--- src/rtl/uart_rx_param_if.sv ---
// Serial line plus received-word outputs of uart_rx_param.
// master is the receiver side; slave is the line driver / word consumer.
interface uart_rx_param_if #(
   parameter int WORD_LENGTH = 8
);
   logic                   Serial_In;
   logic [WORD_LENGTH-1:0] Parallel_Out;
   logic                   Flag_Rx;
   logic                   Parity_Error;
   logic                   Frame_Error;
   logic                   Busy;

   modport master (
      input  Serial_In,
      output Parallel_Out, Flag_Rx, Parity_Error, Frame_Error, Busy
   );

   modport slave (
      output Serial_In,
      input  Parallel_Out, Flag_Rx, Parity_Error, Frame_Error, Busy
   );
endinterface

--- src/rtl/uart_rx_param.sv ---
// Parametrised UART receiver: mid-bit sampling from a cycles-per-bit counter,
// configurable word length, optional parity, one or two stop bits.
module uart_rx_param #(
   parameter int WORD_LENGTH  = 8,
   parameter int CLKS_PER_BIT = 16,
   parameter int PARITY_EN    = 0,
   parameter int PARITY_ODD   = 0,
   parameter int STOP_BITS    = 1
) (
   input logic             Clk,
   input logic             Reset,
   uart_rx_param_if.master rx
);
   localparam int H  = CLKS_PER_BIT / 2;
   localparam int CW = $clog2(CLKS_PER_BIT);
   localparam int BW = 5;
   localparam bit ODD_SENSE = (PARITY_ODD != 0);

   typedef enum logic [2:0] {
      S_IDLE,
      S_START,
      S_DATA,
      S_PARITY,
      S_STOP,
      S_WAIT_HIGH
   } state_t;

   logic                   s1_reg, s2_reg, s3_reg;
   state_t                 state_reg, state_next;
   logic [CW-1:0]          cnt_reg, cnt_next;
   logic [BW-1:0]          bit_reg, bit_next;
   logic [WORD_LENGTH-1:0] shift_reg, shift_next;
   logic                   par_err_reg, par_err_next;
   logic                   frm_err_reg, frm_err_next;
   logic                   done_reg, done_next;
   logic [WORD_LENGTH-1:0] word_reg;
   logic                   flag_reg, perr_out_reg, ferr_out_reg;
   logic                   fall, tick;

   assign fall = s3_reg & ~s2_reg;
   // START waits half a bit to land mid-start-bit; every later sample is a full bit apart.
   assign tick = (state_reg == S_START) ? (cnt_reg == CW'(H - 1))
                                        : (cnt_reg == CW'(CLKS_PER_BIT - 1));

   always_ff @(posedge Clk) begin
      if (!Reset) begin
         s1_reg       <= 1'b1;
         s2_reg       <= 1'b1;
         s3_reg       <= 1'b1;
         state_reg    <= S_IDLE;
         cnt_reg      <= '0;
         bit_reg      <= '0;
         shift_reg    <= '0;
         par_err_reg  <= 1'b0;
         frm_err_reg  <= 1'b0;
         done_reg     <= 1'b0;
         word_reg     <= '0;
         flag_reg     <= 1'b0;
         perr_out_reg <= 1'b0;
         ferr_out_reg <= 1'b0;
      end else begin
         s1_reg      <= rx.Serial_In;
         s2_reg      <= s1_reg;
         s3_reg      <= s2_reg;
         state_reg   <= state_next;
         cnt_reg     <= cnt_next;
         bit_reg     <= bit_next;
         shift_reg   <= shift_next;
         par_err_reg <= par_err_next;
         frm_err_reg <= frm_err_next;
         done_reg    <= done_next;
         flag_reg    <= done_reg;
         if (done_reg) begin
            word_reg     <= shift_reg;
            perr_out_reg <= par_err_reg;
            ferr_out_reg <= frm_err_reg;
         end
      end
   end

   always_comb begin
      state_next   = state_reg;
      cnt_next     = cnt_reg;
      bit_next     = bit_reg;
      shift_next   = shift_reg;
      par_err_next = par_err_reg;
      frm_err_next = frm_err_reg;
      done_next    = 1'b0;

      if (state_reg == S_IDLE || state_reg == S_WAIT_HIGH) begin
         cnt_next = '0;
      end else begin
         cnt_next = tick ? '0 : cnt_reg + CW'(1);
      end

      case (state_reg)
         S_IDLE: begin
            bit_next = '0;
            if (fall) begin
               state_next   = S_START;
               par_err_next = 1'b0;
               frm_err_next = 1'b0;
            end
         end
         S_START: begin
            if (tick) begin
               state_next = s2_reg ? S_IDLE : S_DATA;
            end
         end
         S_DATA: begin
            if (tick) begin
               shift_next = {s2_reg, shift_reg[WORD_LENGTH-1:1]};
               if (bit_reg == BW'(WORD_LENGTH - 1)) begin
                  bit_next   = '0;
                  state_next = (PARITY_EN != 0) ? S_PARITY : S_STOP;
               end else begin
                  bit_next = bit_reg + BW'(1);
               end
            end
         end
         S_PARITY: begin
            if (tick) begin
               par_err_next = ((^shift_reg) ^ s2_reg) != ODD_SENSE;
               state_next   = S_STOP;
            end
         end
         S_STOP: begin
            if (tick) begin
               if (!s2_reg) begin
                  frm_err_next = 1'b1;
               end
               if (bit_reg == BW'(STOP_BITS - 1)) begin
                  bit_next  = '0;
                  done_next = 1'b1;
                  // A low final stop bit means a break may be in progress; wait it out.
                  state_next = s2_reg ? S_IDLE : S_WAIT_HIGH;
               end else begin
                  bit_next = bit_reg + BW'(1);
               end
            end
         end
         S_WAIT_HIGH: begin
            if (s2_reg) begin
               state_next = S_IDLE;
            end
         end
         default: begin
            state_next = S_IDLE;
         end
      endcase
   end

   assign rx.Parallel_Out = word_reg;
   assign rx.Flag_Rx      = flag_reg;
   assign rx.Parity_Error = perr_out_reg;
   assign rx.Frame_Error  = ferr_out_reg;
   assign rx.Busy         = (state_reg != S_IDLE);
endmodule

--- src/flat_wrapper.sv ---
// flat-port wrapper written by rule: the top's interface ports become plain ports
module uart_rx_param_flat 
#(
   parameter int WORD_LENGTH  = 8,
   parameter int CLKS_PER_BIT = 16,
   parameter int PARITY_EN    = 0,
   parameter int PARITY_ODD   = 0,
   parameter int STOP_BITS    = 1
)
  (Clk, Reset, rx_Serial_In, rx_Parallel_Out, rx_Flag_Rx, rx_Parity_Error, rx_Frame_Error, rx_Busy);
  uart_rx_param_if #(.WORD_LENGTH(WORD_LENGTH)) rx_i ();
  input logic Clk;
  input logic Reset;
  input wire logic [$bits(rx_i.Serial_In)-1:0] rx_Serial_In;
  output wire logic [$bits(rx_i.Parallel_Out)-1:0] rx_Parallel_Out;
  output wire logic [$bits(rx_i.Flag_Rx)-1:0] rx_Flag_Rx;
  output wire logic [$bits(rx_i.Parity_Error)-1:0] rx_Parity_Error;
  output wire logic [$bits(rx_i.Frame_Error)-1:0] rx_Frame_Error;
  output wire logic [$bits(rx_i.Busy)-1:0] rx_Busy;
  assign rx_i.Serial_In = rx_Serial_In;
  assign rx_Parallel_Out = rx_i.Parallel_Out;
  assign rx_Flag_Rx = rx_i.Flag_Rx;
  assign rx_Parity_Error = rx_i.Parity_Error;
  assign rx_Frame_Error = rx_i.Frame_Error;
  assign rx_Busy = rx_i.Busy;
  uart_rx_param #(.WORD_LENGTH(WORD_LENGTH), .CLKS_PER_BIT(CLKS_PER_BIT), .PARITY_EN(PARITY_EN), .PARITY_ODD(PARITY_ODD), .STOP_BITS(STOP_BITS)) u_core (.Clk(Clk), .Reset(Reset), .rx(rx_i));
endmodule
--- config.mk ---
export PLATFORM = sky130hd
export DESIGN_NAME = uart_rx_param_flat
export DESIGN_NICKNAME = d
export VERILOG_FILES = /design/src/rtl/uart_rx_param_if.sv /design/src/rtl/uart_rx_param.sv /design/src/flat_wrapper.sv
export SDC_FILE = /design/constraint.sdc
export NUM_CORES = 1
export LEC_CHECK = 0
export ABC_AREA = 1
export CORE_MARGIN = 2
export CORE_UTILIZATION = 60
export CTS_BUF_LIST = sky130_fd_sc_hd__clkbuf_4
export CTS_CLUSTER_DIAMETER = 200
export DETAILED_ROUTE_END_ITERATION = 8
export PLACE_DENSITY = 0.82
export SETUP_SLACK_MARGIN = 0.3
export SLEW_MARGIN = 20
export SYNTH_ARGS = -nofsm -noshare
export SYNTH_HDL_FRONTEND = slang
export SYNTH_SLANG_ARGS = --single-unit
--- constraint.sdc ---
create_clock -name Clk -period 2.4 [get_ports Clk]
set_clock_uncertainty 0.1 [all_clocks]
set_input_delay 0.48 -clock Clk [delete_from_list [all_inputs] [get_ports Clk]]
set_output_delay 0.48 -clock Clk [all_outputs]
set_load 0.03 [all_outputs]
### Yosys cells after proc, flatten, opt, wreduce, memory -nomap -nowiden

Index checks and enable logic that the tools add are counted.

| cells by class | value |
|---|---|
| add/sub/neg operators | 2 |
| eq/ne operators | 17 |
| multiplexer cells | 24 |
| bitwise operators | 4 |
| reduce and logical (&&, ||, !) cells | 15 |

Operators by type and width:

| cell | count |
|---|---|
| 3-bit 2-to-1 mux | 9 |
| 5-bit 2-to-1 mux | 4 |
| 3-bit case mux with 6 select lines | 1 |
| 2-bit by 1-bit inequality test with 1-bit output (second input constant) | 8 |
| 5-bit case mux with 3 select lines | 1 |
| 3-bit AND reduction | 3 |
| 8-bit AND reduction | 1 |
| 8-bit parity | 1 |
| 3-bit by 2-bit == test with 1-bit output (second input constant) | 2 |
| 3-bit == test (second input constant) | 2 |
| 1-bit 2-to-1 mux | 6 |
| 3-bit nonzero test | 2 |
| 5-bit by 1-bit adder with 5-bit output (second input constant) | 1 |
| 5-bit by 3-bit == test with 1-bit output (second input constant) | 1 |
| 5-bit logical NOT | 1 |
| 4-bit by 1-bit adder with 4-bit output (second input constant) | 1 |
| 4-bit by 3-bit == test with 1-bit output (second input constant) | 1 |
| 4-bit == test (second input constant) | 1 |
| 1-bit case mux with 2 select lines | 2 |
| 4-bit AND reduction | 1 |
| 2-bit nonzero test | 2 |
| 3-bit by 1-bit == test with 1-bit output (second input constant) | 1 |
| 3-bit logical NOT | 1 |
| 3-bit OR reduction | 1 |
| 7 further kinds | 8 |

| word-level totals | value |
|---|---|
| bits in registers | 37 |
| input port bits | 3 |
| output and inout bits | 12 |
| word-level logic and storage cells | 76 |

### Depth between registers and ports, before layout

| logic depth | value |
|---|---|
| depth in word-level cells | 4 |
| depth in mapped cells | 11 |
| gate-level depth less buffers | 10 |

### Least setup slack after synthesis

No wires, ideal clock.

| timing path | value |
|---|---|
| path kind | register -> register |
| from | register u_core.state_reg[0] |
| to | register u_core.par_err_reg |
| library setup time | 0.070 ns |
| arrival time | 1.257 ns |
| required time | 2.230 ns |
| slack | 0.973 ns |
| cell stages (with the launch flop) | 9 |
| path buffers | 1 |
| period minus slack after synthesis | 1.427 ns |
| cells stage by stage | dfxtp_1 buf_4 nor2_4 nand2_2 nand2_1 nand2_1 nor3_1 nand3_1 a21oi_1 |

| between the ends | value |
|---|---|
| cells in the longest elaborated chain, start to end | 4 |
| elaborated cells on any way between the ends | 9 |
| those cells by class | eq/ne (4); mux (2); reduce/logical (3) |

Ends and longest elaborated chain:

| element | line | source |
|---|---|---|
| start: declaration | uart_rx_param.sv:29 | `state_t state_reg, state_next;` |
| start signal: assignment | uart_rx_param.sv:65 | `state_reg <= state_next;` |
| 3-bit by 1-bit == test with 1-bit output | uart_rx_param.sv:42 | `assign tick = (state_reg == S_START) ? (cnt_reg == CW'(H - 1))` |
| 1-bit 2-to-1 mux | uart_rx_param.sv:42 |  |
| 2-bit by 1-bit inequality test with 1-bit output (no line) | n/a |  |
| 3-bit AND reduction (no line) | n/a |  |
| end signal: assignment | uart_rx_param.sv:69 | `par_err_reg <= par_err_next;` |
| end: declaration | uart_rx_param.sv:33 | `logic par_err_reg, par_err_next;` |

Parallel ways exist; a longest one is shown, timed or not.
A chain may end at the register's enable or synchronous reset.

### Final worst setup path

| timing path | value |
|---|---|
| from | register u_core.perr_out_reg, in the netlist u_core.rx.Parity_Error |
| to | output port rx_Parity_Error |

RTL lines:

| element | line | source |
|---|---|---|
| start: declaration | uart_rx_param.sv:37 | `logic flag_reg, perr_out_reg, ferr_out_reg;` |
| start signal: assignment | uart_rx_param.sv:75 | `perr_out_reg <= par_err_reg;` |
| end: declaration | flat_wrapper.sv:17 | `output wire logic [$bits(rx_i.Parity_Error)-1:0] rx_Parity_Error;` |

No word-level cell between the ends.

==> results.json <==
{
  "grt_pass1_wl_um": 5820,
  "nFillCells": 254,
  "crit_required_ps": 1820,
  "num_vias": 1482,
  "drv_slew": 0,
  "design.die.area_sq_um": 3320,
  "cp_max_fo": 2,
  "antenna_found_initial": 0,
  "final_nets": 253,
  "path_cells": "clkdlybuf4s50_1",
  "status": "complete, no violations",
  "ios": 15,
  "switching_share": 0.419,
  "clkPwrFrac": 0.171,
  "layout_common_cells": "nor2_1 (36), dfxtp_1 (36), nand2_1 (32)",
  "hpwlAfterDp_um": 2430,
  "cap_violations": 0,
  "insertion_delay_ps": 340,
  "switchingPower_w": 0.000706,
  "h-tree-depth": 2,
  "dp_slack_ps": 430,
  "tns_ps": 0,
  "fin_ws_ps": 459,
  "ys_types": 31,
  "crit_arrival_ps": 1360,
  "grt_max_degree": 21,
  "rows": 19,
  "fin_crit_ps": 1940,
  "clock_sinks": 37,
  "cp_top_family": "buffers and inverters",
  "cp_slowest_stage_delay_ps": 680,
  "syn_to_final_growth_pct": 10.3,
  "yosys_warnings": 0,
  "die_w_um": 57.6,
  "cts_setup_buffers": 0,
  "critPathBufInv": 1,
  "pwr-share-seq": 0.424,
  "wl_met2_um": 1500,
  "hold_path_class": "reg2reg",
  "cp_slowest_cell": "clkdlybuf4s50_1",
  "seq_area_frac_synth": 0.429,
  "syn_avg_cell_area_sq_um": 7.44,
  "leakagePower_nw": 0.869,
  "synth_fp_nets": 238,
  "max_freq_mhz": 515,
  "internal_power_w": 0.000980,
  "start_kind": "register",
  "drt_iter0_markers": 50,
  "report.final.setup_viol": 0,
  "cts-buffers-inserted": 5,
  "wl_um": 3340,
  "finalHoldViolCount": 0,
  "netlist_instances": 232,
  "cts_tree": "done",
  "initial_core_util": 0.632,
  "routed.top_layer": "met4",
  "r2r_slack_ps": 690,
  "finalWeightedCongestion": 0.872,
  "cts-root-buf": "clkbuf_4",
  "portBuffers": 14,
  "rsz0062_at_grt": "no",
  "cts_buffer_depth": 2,
  "ctsHoldBuffers": 0,
  "grt_pass1_vias": 1322,
  "drive_gt1_frac": 0.114,
  "combPwrFrac": 0.405,
  "diodes": 0,
  "hold_slack_ps": 330,
  "dr.pass1.iters": 4,
  "cp-end-kind": "output pin",
  "drt-met1-wl_um": 1580,
  "relSlewSlack": 0.717,
  "tightest_slew_ps": 424,
  "ant_nets": 0,
  "worst_hold_path.num_cells": 1,
  "timing.rr.end": "u_core.shift_reg[2]",
  "worstRegToRegCells": 8,
  "worstSetupPathType": "reg2out",
  "synth_seq_cells": 37,
  "finalCritPeriodShare": 0.809,
  "hold_path_end": "u_core.s2_reg",
  "viasPerCell": 5.35,
  "hold_start": "u_core.s1_reg",
  "synth_area_sq_um": 1730,
  "powerDensity_nw_per_um2": 885,
  "core_sq_um": 2730,
  "detail_route.wl_per_cell_um": 12.1,
  "overflow": 0,
  "peakVddDrop_mv": 0.734,
  "r2r_start": "u_core.state_reg[2]",
  "die_h_um": 57.6,
  "wl_met3_um": 208,
  "cts.clk_slew.worst_paths_ps": 100,
  "grt_usage": 0.232,
  "drc": 0
}
worst max-delay path by stage:
stage	from	cells after the start	to
global placement	u_core.state_reg[0]	3	rx_Busy
CTS	u_core.state_reg[0]	3	rx_Busy
finish	u_core.rx.Parity_Error	1	rx_Parity_Error
detailed placement	u_core.state_reg[0]	3	rx_Busy
global route	u_core.rx.Parallel_Out[0]	1	rx_Parallel_Out[0]
floorplan	u_core.state_reg[0]	8	u_core.par_err_reg
logic make-up after synthesis:
| kind of cell | count (synthesis) | synth area share |
|---|---|---|
| compound gates | 42 | 0.125 |
| xor+xnor | 6 | 0.0304 |
| fa+ha+maj | 3 | 0.0217 |
| buf+inv | 36 | 0.0906 |
| flops | 37 | 0.429 |
| simple gates | 108 | 0.304 |
cell usage after synthesis:
cell type / count / area, sq um
inv_1: 24 / 90.1
dfxtp_1: 37 / 741
inv_2: 5 / 18.8
xor2_1: 3 / 26.3
o21ai_2: 1 / 8.76
nand3_4: 1 / 17.5
nor2_2: 2 / 12.5
nor2_4: 2 / 22.5
nor3_1: 5 / 25.0
xnor2_1: 3 / 26.3
buf_2: 2 / 10.0
nand2_4: 2 / 22.5
a21oi_1: 13 / 65.1
nand2_1: 32 / 120
or2_2: 2 / 12.5
nand3b_1: 1 / 7.51
nand3_2: 1 / 10.0
nor2_1: 36 / 135
o22ai_1: 1 / 6.26
nand4_1: 5 / 31.3
buf_4: 1 / 7.51
clkbuf_1: 2 / 7.51
and2_1: 1 / 6.26
buf_6: 2 / 22.5
nand4_2: 1 / 12.5
o21ai_0: 22 / 110
nor4_1: 1 / 6.26
nand3_1: 14 / 70.1
o21ai_1: 5 / 25.0
ha_1: 3 / 37.5
nand2_2: 2 / 12.5
metrics by stage:
| stage | instances | area, sq um | util | total power (W) |
|---|---|---|---|---|
| after detailed placement | 271 | 1870 | 0.682 | 0.00142 |
| final | 277 | 1900 | 0.697 | 0.00169 |
| after CTS | 277 | 1910 | 0.697 | 0.00170 |
| after global routing | 277 | 1900 | 0.697 | 0.00182 |
| after global placement | 271 | 1870 | 0.682 | 0.00141 |
| after floorplan | 232 | 1730 | - | 0.00130 |
power by group through the flow:
stage	Combinational, W	Clock [W]	Sequential, W
floorplan	0.000593	0	0.000703
global placement	0.000686	0	0.000725
detailed placement	0.000690	0	0.000726
CTS	0.000682	0.000306	0.000711
global route	0.000762	0.000332	0.000721
finish	0.000682	0.000289	0.000715
timing repair:
| action | CTS | global route |
|---|---|---|
| pin swaps | 0 | 0 |
| resized for setup | 1 | 3 |
| setup endpoints to repair | 1 | 1 |
per-layer routing:
layer,up-vias,track usage
met4,0,0.0997
met5,-,0
met3,4,0.0714
li1,778,-
met2,34,0.359
met1,666,0.301
final cells by class:
class                      instances  area, sq um  share of cell area
inverter                          29          109              0.0572
multi-input combinational        159          830               0.436
tap                               31         38.8              0.0204
clock inverter                     1         5.00             0.00263
sequential                        37          742               0.390
clock buffer                       5         37.5              0.0197
timing repair buffer              15          143              0.0749
Note: power is estimated with default switching activity, not from simulation.
